`src/rtl/pwm_counter_pkg.sv`:
```
// Shared constants and types for the PWM timebase counter.
package pwm_pkg;

    localparam int unsigned CNT_W = 16;
    localparam int unsigned PSC_W = 8;

    typedef enum logic {
        DIR_DOWN = 1'b0,
        DIR_UP   = 1'b1
    } dir_e;

endpackage

```
`src/rtl/pwm_counter_if.sv`:
```
// Register-block <-> timebase counter connection: control fields in, count and wrap pulse out.
interface pwm_counter_if;
    import pwm_pkg::*;

    logic             en;
    logic             count_reset;
    logic             upnotdown;
    logic [CNT_W-1:0] period;
    logic [PSC_W-1:0] prescale;
    logic [CNT_W-1:0] counter_val;
    logic             ovf;

    modport master (
        output en, count_reset, upnotdown, period, prescale,
        input  counter_val, ovf
    );

    modport slave (
        input  en, count_reset, upnotdown, period, prescale,
        output counter_val, ovf
    );
endinterface

```
`src/rtl/pwm_counter_prescaler.sv`:
```
// Prescaler: counts enabled cycles 0..prescale and flags the cycle that advances the counter.
module pwm_prescaler
    import pwm_pkg::*;
(
    input  logic             clk,
    input  logic             rst,
    input  logic             en_i,
    input  logic             clr_i,
    input  logic [PSC_W-1:0] prescale_i,
    output logic             tick_c_o
);

    logic [PSC_W-1:0] psc_cnt_q;
    logic [PSC_W-1:0] psc_cnt_d;
    logic             at_term_c;

    assign at_term_c = (psc_cnt_q == prescale_i);
    // Clear wins over enable, so no tick can escape during a counter clear.
    assign tick_c_o  = en_i && !clr_i && at_term_c;

    always_comb begin
        psc_cnt_d = psc_cnt_q;
        if (clr_i) begin
            psc_cnt_d = '0;
        end else if (en_i) begin
            psc_cnt_d = at_term_c ? '0 : psc_cnt_q + PSC_W'(1);
        end
    end

    always_ff @(posedge clk or posedge rst) begin
        if (rst) begin
            psc_cnt_q <= '0;
        end else begin
            psc_cnt_q <= psc_cnt_d;
        end
    end

endmodule

```
`src/rtl/pwm_counter.sv`:
```
// PWM timebase: up/down counter between 0 and period with prescaled advance and a wrap pulse.
// Define PWM_COUNTER_SHADOW_EN to latch period/prescale/direction only at wraps and count_reset.
module pwm_counter
    import pwm_pkg::*;
(
    input  logic          clk,
    input  logic          rst,
    pwm_counter_if.slave  bus
);

    logic [CNT_W-1:0] cnt_q;
    logic [CNT_W-1:0] cnt_d;
    logic             ovf_q;
    logic             ovf_d;
    logic             wrap_c;
    logic             tick_c;
    logic [CNT_W-1:0] period_a;
    logic [PSC_W-1:0] prescale_a;
    dir_e             dir_a;
    dir_e             dir_live;

    assign dir_live = dir_e'(bus.upnotdown);

`ifdef PWM_COUNTER_SHADOW_EN
    logic [CNT_W-1:0] period_sh_q;
    logic [PSC_W-1:0] prescale_sh_q;
    dir_e             dir_sh_q;

    // Settings take effect only at a period boundary or on an explicit clear.
    always_ff @(posedge clk or posedge rst) begin
        if (rst) begin
            period_sh_q   <= '0;
            prescale_sh_q <= '0;
            dir_sh_q      <= DIR_UP;
        end else if (bus.count_reset || wrap_c) begin
            period_sh_q   <= bus.period;
            prescale_sh_q <= bus.prescale;
            dir_sh_q      <= dir_live;
        end
    end

    assign period_a   = period_sh_q;
    assign prescale_a = prescale_sh_q;
    assign dir_a      = dir_sh_q;
`else
    assign period_a   = bus.period;
    assign prescale_a = bus.prescale;
    assign dir_a      = dir_live;
`endif

    pwm_prescaler u_prescaler (
        .clk        (clk),
        .rst        (rst),
        .en_i       (bus.en),
        .clr_i      (bus.count_reset),
        .prescale_i (prescale_a),
        .tick_c_o   (tick_c)
    );

    // Up mode uses >= so a period lowered below the count still wraps cleanly.
    always_comb begin
        cnt_d  = cnt_q;
        wrap_c = 1'b0;
        if (bus.count_reset) begin
            cnt_d = (dir_live == DIR_UP) ? '0 : bus.period;
        end else if (tick_c) begin
            if (dir_a == DIR_UP) begin
                if (cnt_q >= period_a) begin
                    cnt_d  = '0;
                    wrap_c = 1'b1;
                end else begin
                    cnt_d = cnt_q + CNT_W'(1);
                end
            end else begin
                if (cnt_q == '0) begin
                    cnt_d  = period_a;
                    wrap_c = 1'b1;
                end else begin
                    cnt_d = cnt_q - CNT_W'(1);
                end
            end
        end
        ovf_d = wrap_c;
    end

    always_ff @(posedge clk or posedge rst) begin
        if (rst) begin
            cnt_q <= '0;
            ovf_q <= 1'b0;
        end else begin
            cnt_q <= cnt_d;
            ovf_q <= ovf_d;
        end
    end

    assign bus.counter_val = cnt_q;
    assign bus.ovf         = ovf_q;

endmodule

```
`src/flat_wrapper.sv`:
```
// flat-port wrapper written by rule: the top's interface ports become plain ports
module pwm_counter_flat import pwm_pkg::*;
  (clk, rst, bus_en, bus_count_reset, bus_upnotdown, bus_period, bus_prescale, bus_counter_val, bus_ovf);
  pwm_counter_if bus_i ();
  input  logic clk;
  input  logic rst;
  input wire logic [$bits(bus_i.en)-1:0] bus_en;
  input wire logic [$bits(bus_i.count_reset)-1:0] bus_count_reset;
  input wire logic [$bits(bus_i.upnotdown)-1:0] bus_upnotdown;
  input wire logic [$bits(bus_i.period)-1:0] bus_period;
  input wire logic [$bits(bus_i.prescale)-1:0] bus_prescale;
  output wire logic [$bits(bus_i.counter_val)-1:0] bus_counter_val;
  output wire logic [$bits(bus_i.ovf)-1:0] bus_ovf;
  assign bus_i.en = bus_en;
  assign bus_i.count_reset = bus_count_reset;
  assign bus_i.upnotdown = bus_upnotdown;
  assign bus_i.period = bus_period;
  assign bus_i.prescale = bus_prescale;
  assign bus_counter_val = bus_i.counter_val;
  assign bus_ovf = bus_i.ovf;
  pwm_counter u_core (.clk(clk), .rst(rst), .bus(bus_i));
endmodule
```
`config.mk`:
```
export PLATFORM = sky130hd
export DESIGN_NAME = pwm_counter_flat
export DESIGN_NICKNAME = d
export VERILOG_FILES = /design/src/rtl/pwm_counter_pkg.sv /design/src/rtl/pwm_counter_if.sv /design/src/rtl/pwm_counter_prescaler.sv /design/src/rtl/pwm_counter.sv /design/src/flat_wrapper.sv
export SDC_FILE = /design/constraint.sdc
export NUM_CORES = 1
export LEC_CHECK = 0
export CORE_MARGIN = 2
export CORE_UTILIZATION = 55
export CTS_BUF_LIST = sky130_fd_sc_hd__clkbuf_16
export DETAILED_ROUTE_END_ITERATION = 7
export GPL_ROUTABILITY_DRIVEN = 0
export PLACE_DENSITY = 0.92
export SKIP_LAST_GASP = 1
export SYNTH_ARGS = -nofsm -noshare
export SYNTH_HDL_FRONTEND = slang
export SYNTH_SLANG_ARGS = --single-unit
```
`constraint.sdc`:
```
create_clock -name clk -period 5.34 [get_ports clk]
set_input_delay 0.534 -clock clk [delete_from_list [all_inputs] [get_ports clk]]
set_output_delay 0.534 -clock clk [all_outputs]
set_load 0.03 [all_outputs]
```
==> results.md, run 1 <==
- Ant diodes: 0
- Tcrit/Tclk final: 0.6004
- Clock Path Buffers: 2
- Area Growth Syn to Fin: 19.22%
- Primary FF master, synth: dfrtp_1
- Setup crit end kind: flip-flop
- CTS tree: built
- Fin crit period: 3.206 ns
- Final hold violation count: 0
- IO Port Bufs: 45
- Starting DRT DRC Count: 335
- Die ar.: 5351 sq um
- Seq/Total Area, Yosys: 0.2379
- Layout cells sized above 1: 0.05691
- Hold EP: u_core.u_prescaler.psc_cnt_q[4]
- Status: finished clean
- Global-route congestion overflow total: 0
- First drt pass iteration count: 5
- Pin count of the biggest net entering global routing: 26
- Unrepaired setup endpoints after global routing: no
- Async SR Flop Fraction: 1.000
- Combinational group share of total power: 0.358
- WP data arrival: 3.40 ns
- Post-synth top area share: 0.2379
- Vias in the first global route: 2475
- Min-delay worst type: flip-flop to flip-flop
- Initial Utilization: 0.5643
- Cell Area, Synth: 2630 sq um
- Max Fclk: 0.3119 GHz
- Seq cells post-synth: 25
- Reg2reg end: u_core.bus.counter_val[14]
- # fillers: 368
- Syn avg cell area: 7.758 sq um
- Core area: 4661 sq um
- Clock-pin slew on the worst setup and hold paths: 0.07 ns
- Setup violators final: 0
- Clock network fraction of total power: 0.279
- Slew margin rel.: 0.3200
- Crit Path Max Fanout: 19
- Synth area leaders: dfrtp_1 24%, ha_1 9.5%, xnor2_1 6.0%, o21ai_0 4.9%, nor2_1 4.7%
- CP Launch Type: input pin
- Clk_skew: 0.001463 ns
- Setup CP Type: input pin to flip-flop
- CTS Buf Count: 3
- Worst slew pin tran: 1.019 ns
- Antenna violations before repair: 0
- Post-DR wirelength/cell: 16.69 um
- Hold path depth: 1
- Area of all placed cells without fillers: 3136 sq um
- Switching part of the total: 0.3724
- Net Count, Synth: 388
- HP Start: u_core.u_prescaler.psc_cnt_q[4]
- Switching power: 0.0002439 W
- WHS: 0.5553 ns
- Pleak: 1.303 nW
- RR Startpoint: u_core.bus.counter_val[0]
- Max cap viols: 0
- DRC viols: 0
- Commonest non-fill, non-tap cell in the layout: clkdlybuf4s50_1
- Fin. max-slew vios: 0
- Ys Warns: 0
- Post-CTS setup buffer count: 0
- Placed Area: 3052 sq um
- Worst reg-to-reg setup slack: 2.26 ns
- HPWL Detailed: 5066 um
- Post-Syn Instances: 339
- Clock tree sinks: 25
- Internal power: 0.0004112 W
- Rows: 25
- Total Routing Usage GR: 0.2783
- Worst skew pair latency: 0.27 ns
- Ports: 46
- Most frequent cells in the layout: 45 x clkdlybuf4s50_1, 33 x nor2_1, 29 x nand2_1, 26 x o21ai_0, 25 x dfrtp_1
- Worst EP required: 5.53 ns
- Post-cts resize count: 0
- Reg power frac: 0.363
- Global-route wire length before repair: 11690 um
- Power per cell area: 208.9 nW/um^2
- Post-synth top area cell: dfrtp_1
- Power Total: 0.0006551 W
- CTS root buf: clkbuf_16
- Remaining antenna violation count: 0
- Hold_buf cts: 0
- Post-synth EDFFs: 0
- DIE WIDTH: 73.15 um
- Seq. cell area: 625.6 sq um
- H-Tree Depth: 1
- Vias: 2712
- Final setup TNS: 0 ns
- Distinct cells, synth: 61
- Layout net count: 419
- Drt total wl: 7061 um
- Die height: 73.15 um
- Multi-input logic area: 1810 sq um
- Maximum VDD drop: 0.1322 mV
- Reg2Reg Depth: 8
- Drt via density: 6.411
[worst max path at each step]
stage,start,endpoint,slack (ns),cells past startpoint
final,bus_upnotdown,u_core.bus.counter_val[9],2.13,6
after global routing,bus_upnotdown,u_core.bus.counter_val[9],1.95,6
after CTS,bus_upnotdown,u_core.bus.counter_val[9],2.22,6
after detailed placement,bus_upnotdown,u_core.bus.counter_val[9],1.93,6
after global placement,bus_upnotdown,u_core.bus.counter_val[9],2.08,6
after floorplan,u_core.bus.counter_val[0],u_core.bus.counter_val[15],2.69,9
[state kept, by name, summed over array words and instances (netlist names)]
signal                        cells
u_core.bus.counter_val           16
u_core.bus.ovf                    1
u_core.u_prescaler.psc_cnt_q      8
[layout make-up]
type | instances | share of cell area
Clock buffer | 3 | 0.02394
Clock inverter | 1 | 0.002793
Inverter | 22 | 0.02634
Multi-Input combinational cell | 271 | 0.5774
Sequential cell | 25 | 0.1995
Tap cell | 54 | 0.02155
Timing Repair Buffer | 47 | 0.1484
[synthesized netlist by cell type, types with 3 or more instances]
library cell and n:
inv_1 22, a21oi_1 21, a22o_1 3, nor2_1 33
xor2_1 10, o21ai_0 26, o31ai_1 4, nand3_1 10
nand4_1 3, nand2_1 29, ha_1 20, or2_2 3
buf_6 3, or3_1 3, clkbuf_1 14, o221ai_1 5
nor3_1 14, nor4_1 5, a22oi_1 4, o22ai_1 3
and3_1 9, dfrtp_1 25, a211oi_1 7, xnor2_1 18
[power by group through the flow]
stage               clock network (W)  logic (W)  registers [W]
floorplan                           0   0.000153       0.000242
global placement                    0   0.000223       0.000239
detailed placement                  0   0.000230       0.000240
CTS                          0.000186   0.000232       0.000237
global route                 0.000193   0.000257       0.000242
finish                       0.000183   0.000234       0.000238
[metal layers]
layer | share of wire | vias to the layer above | track usage
met3 | 0.072 | 28 | 0.04696
met2 | 0.46 | 136 | 0.4474
met4 | 0.039 | 0 | 0.1255
met1 | 0.43 | 1252 | 0.3641
met5 | 0 | - | 0
li1 | - | 1296 | -
[cells by family (layout without fill, tap and decap cells)]
kind of cell    after synthesis  count (layout)  synth area share
fa+ha+maj                    20              20           0.09515
buf+inv                      43              73           0.07374
flops                        25              25            0.2379
simple gates                126             126            0.2502
compound gates               96              96            0.2455
mux                           1               1          0.004281
xor+xnor                     28              28           0.09324
[per-stage QoR]
step / setup slack, ns / std cells / utilization
6_report: 2.134 / 423 / 0.6728
5_1_grt: 1.948 / 423 / 0.6728
3_5_place_dp: 1.931 / 419 / 0.6548
4_1_cts: 2.219 / 423 / 0.6728
2_1_floorplan: 2.689 / 339 / -
3_3_place_gp: 2.077 / 419 / 0.6548
[worst max-delay path, stage by stage]
cell and delay (ns):
clkdlybuf4s50_1 0.96, inv_1 0.32, a2111oi_0 0.53, o21ai_1 0.43, o32a_1 0.44, o22ai_1 0.17
(Power assumes the default switching activity.)
==> run 2: changes to the inputs <==
--- a/config.mk
+++ b/config.mk
@@ -6,11 +6,11 @@
 export NUM_CORES = 1
 export LEC_CHECK = 0
 export CORE_MARGIN = 2
-export CORE_UTILIZATION = 55
+export CORE_UTILIZATION = 49
 export CTS_BUF_LIST = sky130_fd_sc_hd__clkbuf_16
 export DETAILED_ROUTE_END_ITERATION = 7
 export GPL_ROUTABILITY_DRIVEN = 0
-export PLACE_DENSITY = 0.92
+export PLACE_DENSITY = 0.87
 export SKIP_LAST_GASP = 1
 export SYNTH_ARGS = -nofsm -noshare
 export SYNTH_HDL_FRONTEND = slang
==> constraint.sdc (replaced) <==
create_clock -name clk -period 2.8 [get_ports clk]
set_input_delay 0.28 -clock clk [delete_from_list [all_inputs] [get_ports clk]]
set_output_delay 0.28 -clock clk [all_outputs]
set_load 0.03 [all_outputs]
==> results.md, run 2 (synthesis gave the netlist of run 1 again) <==
- Status: finished clean (unchanged)
- Fin util: 0.6485 (was 0.6728)
- Unrepaired setup endpoints after global routing: no (unchanged)
- Starting DRT DRC Count: 366 (was 335)
- Most frequent cells in the layout: 45 x clkdlybuf4s50_1, 33 x nor2_1, 29 x nand2_1, 26 x o21ai_0, 26 x buf_4 (was 45 x clkdlybuf4s50_1, 33 x nor2_1, 29 x nand2_1, 26 x o21ai_0, 25 x dfrtp_1)
- Reg power frac: 0.328 (was 0.363)
- Total Routing Usage GR: 0.2775 (was 0.2783)
- Placed Area: 3237 sq um (was 3052 sq um)
- Clock-pin slew on the worst setup and hold paths: 0.07 ns (about the same)
- Worst EP required: 2.97 ns (was 5.53 ns)
- CTS tree: built (unchanged)
- Vias: 2876 (was 2712)
- WP data arrival: 2.85 ns (was 3.40 ns)
- Clock tree sinks: 25 (unchanged)
- Maximum VDD drop: 0.2808 mV (was 0.1322 mV)
- Placed cell count: 457 (was 419)
- Tcrit/Tclk final: 0.9595
- Worst skew pair latency: 0.27 ns (about the same)
- First drt pass iteration count: 6 (was 5)
- Final hold violation count: 0 (unchanged)
- Combinational group share of total power: 0.412 (was 0.358)
- Switching part of the total: 0.3680 (was 0.3724)
- Min-delay worst type: input pin to async pin (was flip-flop to flip-flop)
- Max cap viols: 0 (unchanged)
- Ports: 46 (unchanged)
- Max reg flops: 16 (unchanged)
- Area of all placed cells without fillers: 3333 sq um (was 3136 sq um)
- Post-DR wirelength/cell: 17.24 um (was 16.69 um)
- Global-route wire length before repair: 13350 um (was 11690 um)
- Power per cell area: 386.7 nW/um^2 (was 208.9 nW/um^2)
- Clock Path Buffers: 2 (unchanged)
- Remaining antenna violation count: 0 (unchanged)
- Drt total wl: 7981 um (was 7061 um)
- Setup CP Type: flip-flop to flip-flop (was input pin to flip-flop)
- DIE WIDTH: 77.26 um (was 73.15 um)
- CP Launch Type: flip-flop (was input pin)
- CTS Buf Count: 3 (unchanged)
- Drt via density: 6.212 (was 6.411)
- Final setup TNS: 0 ns (unchanged)
- Fin. max-slew vios: 0 (unchanged)
- Non-filler cells, final: 463 (was 423)
- # fillers: 454 (was 368)
- Rows: 26 (was 25)
- H-Tree Depth: 1 (unchanged)
- Pin count of the biggest net entering global routing: 26 (unchanged)
- Fin crit period: 2.687 ns
- Initial Utilization: 0.5117 (was 0.5643)
- Pre-CTS setup slack: -0.2276 ns (was 1.931 ns)
- Vias in the first global route: 2823 (was 2475)
- Layout cells sized above 1: 0.1145 (was 0.05691)
- Crit Path Max Fanout: 10 (was 19)
- Pleak: 1.423 nW (was 1.303 nW)
- Setup crit end kind: flip-flop (unchanged)
- HPWL Detailed: 6032 um (was 5066 um)
- IO Port Bufs: 45 (unchanged)
- DRC viols: 0 (unchanged)
- Die ar.: 5969 sq um (was 5351 sq um)
- Final worst slack: 0.1135 ns (was 2.134 ns)
- Area Growth Syn to Fin: 26.74% (was 19.22%)
- Max Fclk: 0.3722 GHz
- Clk_skew: 0.003848 ns (was 0.001463 ns)
- Ant diodes: 0 (unchanged)
- Slew margin rel.: 0.5353 (was 0.3200)
- Core area: 5140 sq um (was 4661 sq um)
- Internal power: 0.0008146 W (was 0.0004112 W)
- Commonest non-fill, non-tap cell in the layout: clkdlybuf4s50_1 (unchanged)
- Layout net count: 443 (was 419)
- Switching power: 0.0004743 W (was 0.0002439 W)
- Worst slew pin tran: 0.6918 ns (was 1.019 ns)
- CTS root buf: clkbuf_16 (unchanged)
- Global-route congestion overflow total: 0 (unchanged)
- Setup violators final: 0 (unchanged)
- Antenna violations before repair: 0 (unchanged)
- Clock network fraction of total power: 0.260 (was 0.279)
- Die height: 77.26 um (was 73.15 um)
## run 2: final cells by class
cell class              count  area (sq um)  share of cell area
repair buffers             71         645.6              0.1937
well taps                  70         87.58             0.02628
flip-flops and latches     25         625.6              0.1877
clock inverters             1         5.005            0.001502
multi-input cells         271          1812              0.5435
inverters                  22         82.58             0.02477
clock buffers               3         75.07             0.02252
## run 2: routing by layer
layer / share of wire / global-route usage / vias to the layer above
li1: - / - / 1338
met5: 0 / 0 / -
met1: 0.38 / 0.3412 / 1316
met4: 0.045 / 0.1375 / 0
met2: 0.47 / 0.4626 / 182
met3: 0.10 / 0.05294 / 40
## run 2: power groups by stage
stage	Clock [W]	Sequential (W)	Combinational, W
final	0.000335	0.000423	0.000531
after global routing	0.000359	0.000427	0.000574
after CTS	0.000340	0.000422	0.000518
after detailed placement	0	0.000429	0.000515
after global placement	0	0.000428	0.000498
after floorplan	0	0.000461	0.000291
## run 2: timing repair
action / in CTS / in global routing
setup buffers: 0 / 2
hold buffers: 0 / 0
resized for setup: 0 / 1
setup endpoints to repair: 0 / 8
## run 2: path summary, 6_finish.rpt
kind | end | cells past startpoint | startpoint | slack, ns
min in group clk | u_core.u_prescaler.psc_cnt_q[5] | 1 | u_core.u_prescaler.psc_cnt_q[5] | 0.55
worst max-delay path | u_core.bus.counter_val[9] | 8 | u_core.bus.counter_val[0] | 0.11
worst min-delay path | u_core.bus.counter_val[0] | 3 | rst | 0.38
worst min register to register | u_core.u_prescaler.psc_cnt_q[5] | 1 | u_core.u_prescaler.psc_cnt_q[5] | 0.55
max in group asynchronous | u_core.bus.counter_val[3] | 3 | rst | 2.15
worst max register to register | u_core.bus.counter_val[9] | 8 | u_core.bus.counter_val[0] | 0.11
## run 2: per-stage QoR
step	hold WS [ns]	power [W]
floorplan	0.3073	0.0007516
global placement	0.5310	0.0009260
detailed placement	0.5444	0.0009433
CTS	0.3866	0.001281
global route	0.4476	0.001360
finish	0.3804	0.001289
## run 2: worst max-delay path, cell delays in order, from the launching register on
cell and delay (ns):
dfrtp_1 0.37, inv_1 0.11, ha_1 0.22, or4b_2 0.66, or4_4 0.58, nand2_8 0.15
a221oi_2 0.07, o32a_1 0.18, o22ai_1 0.24
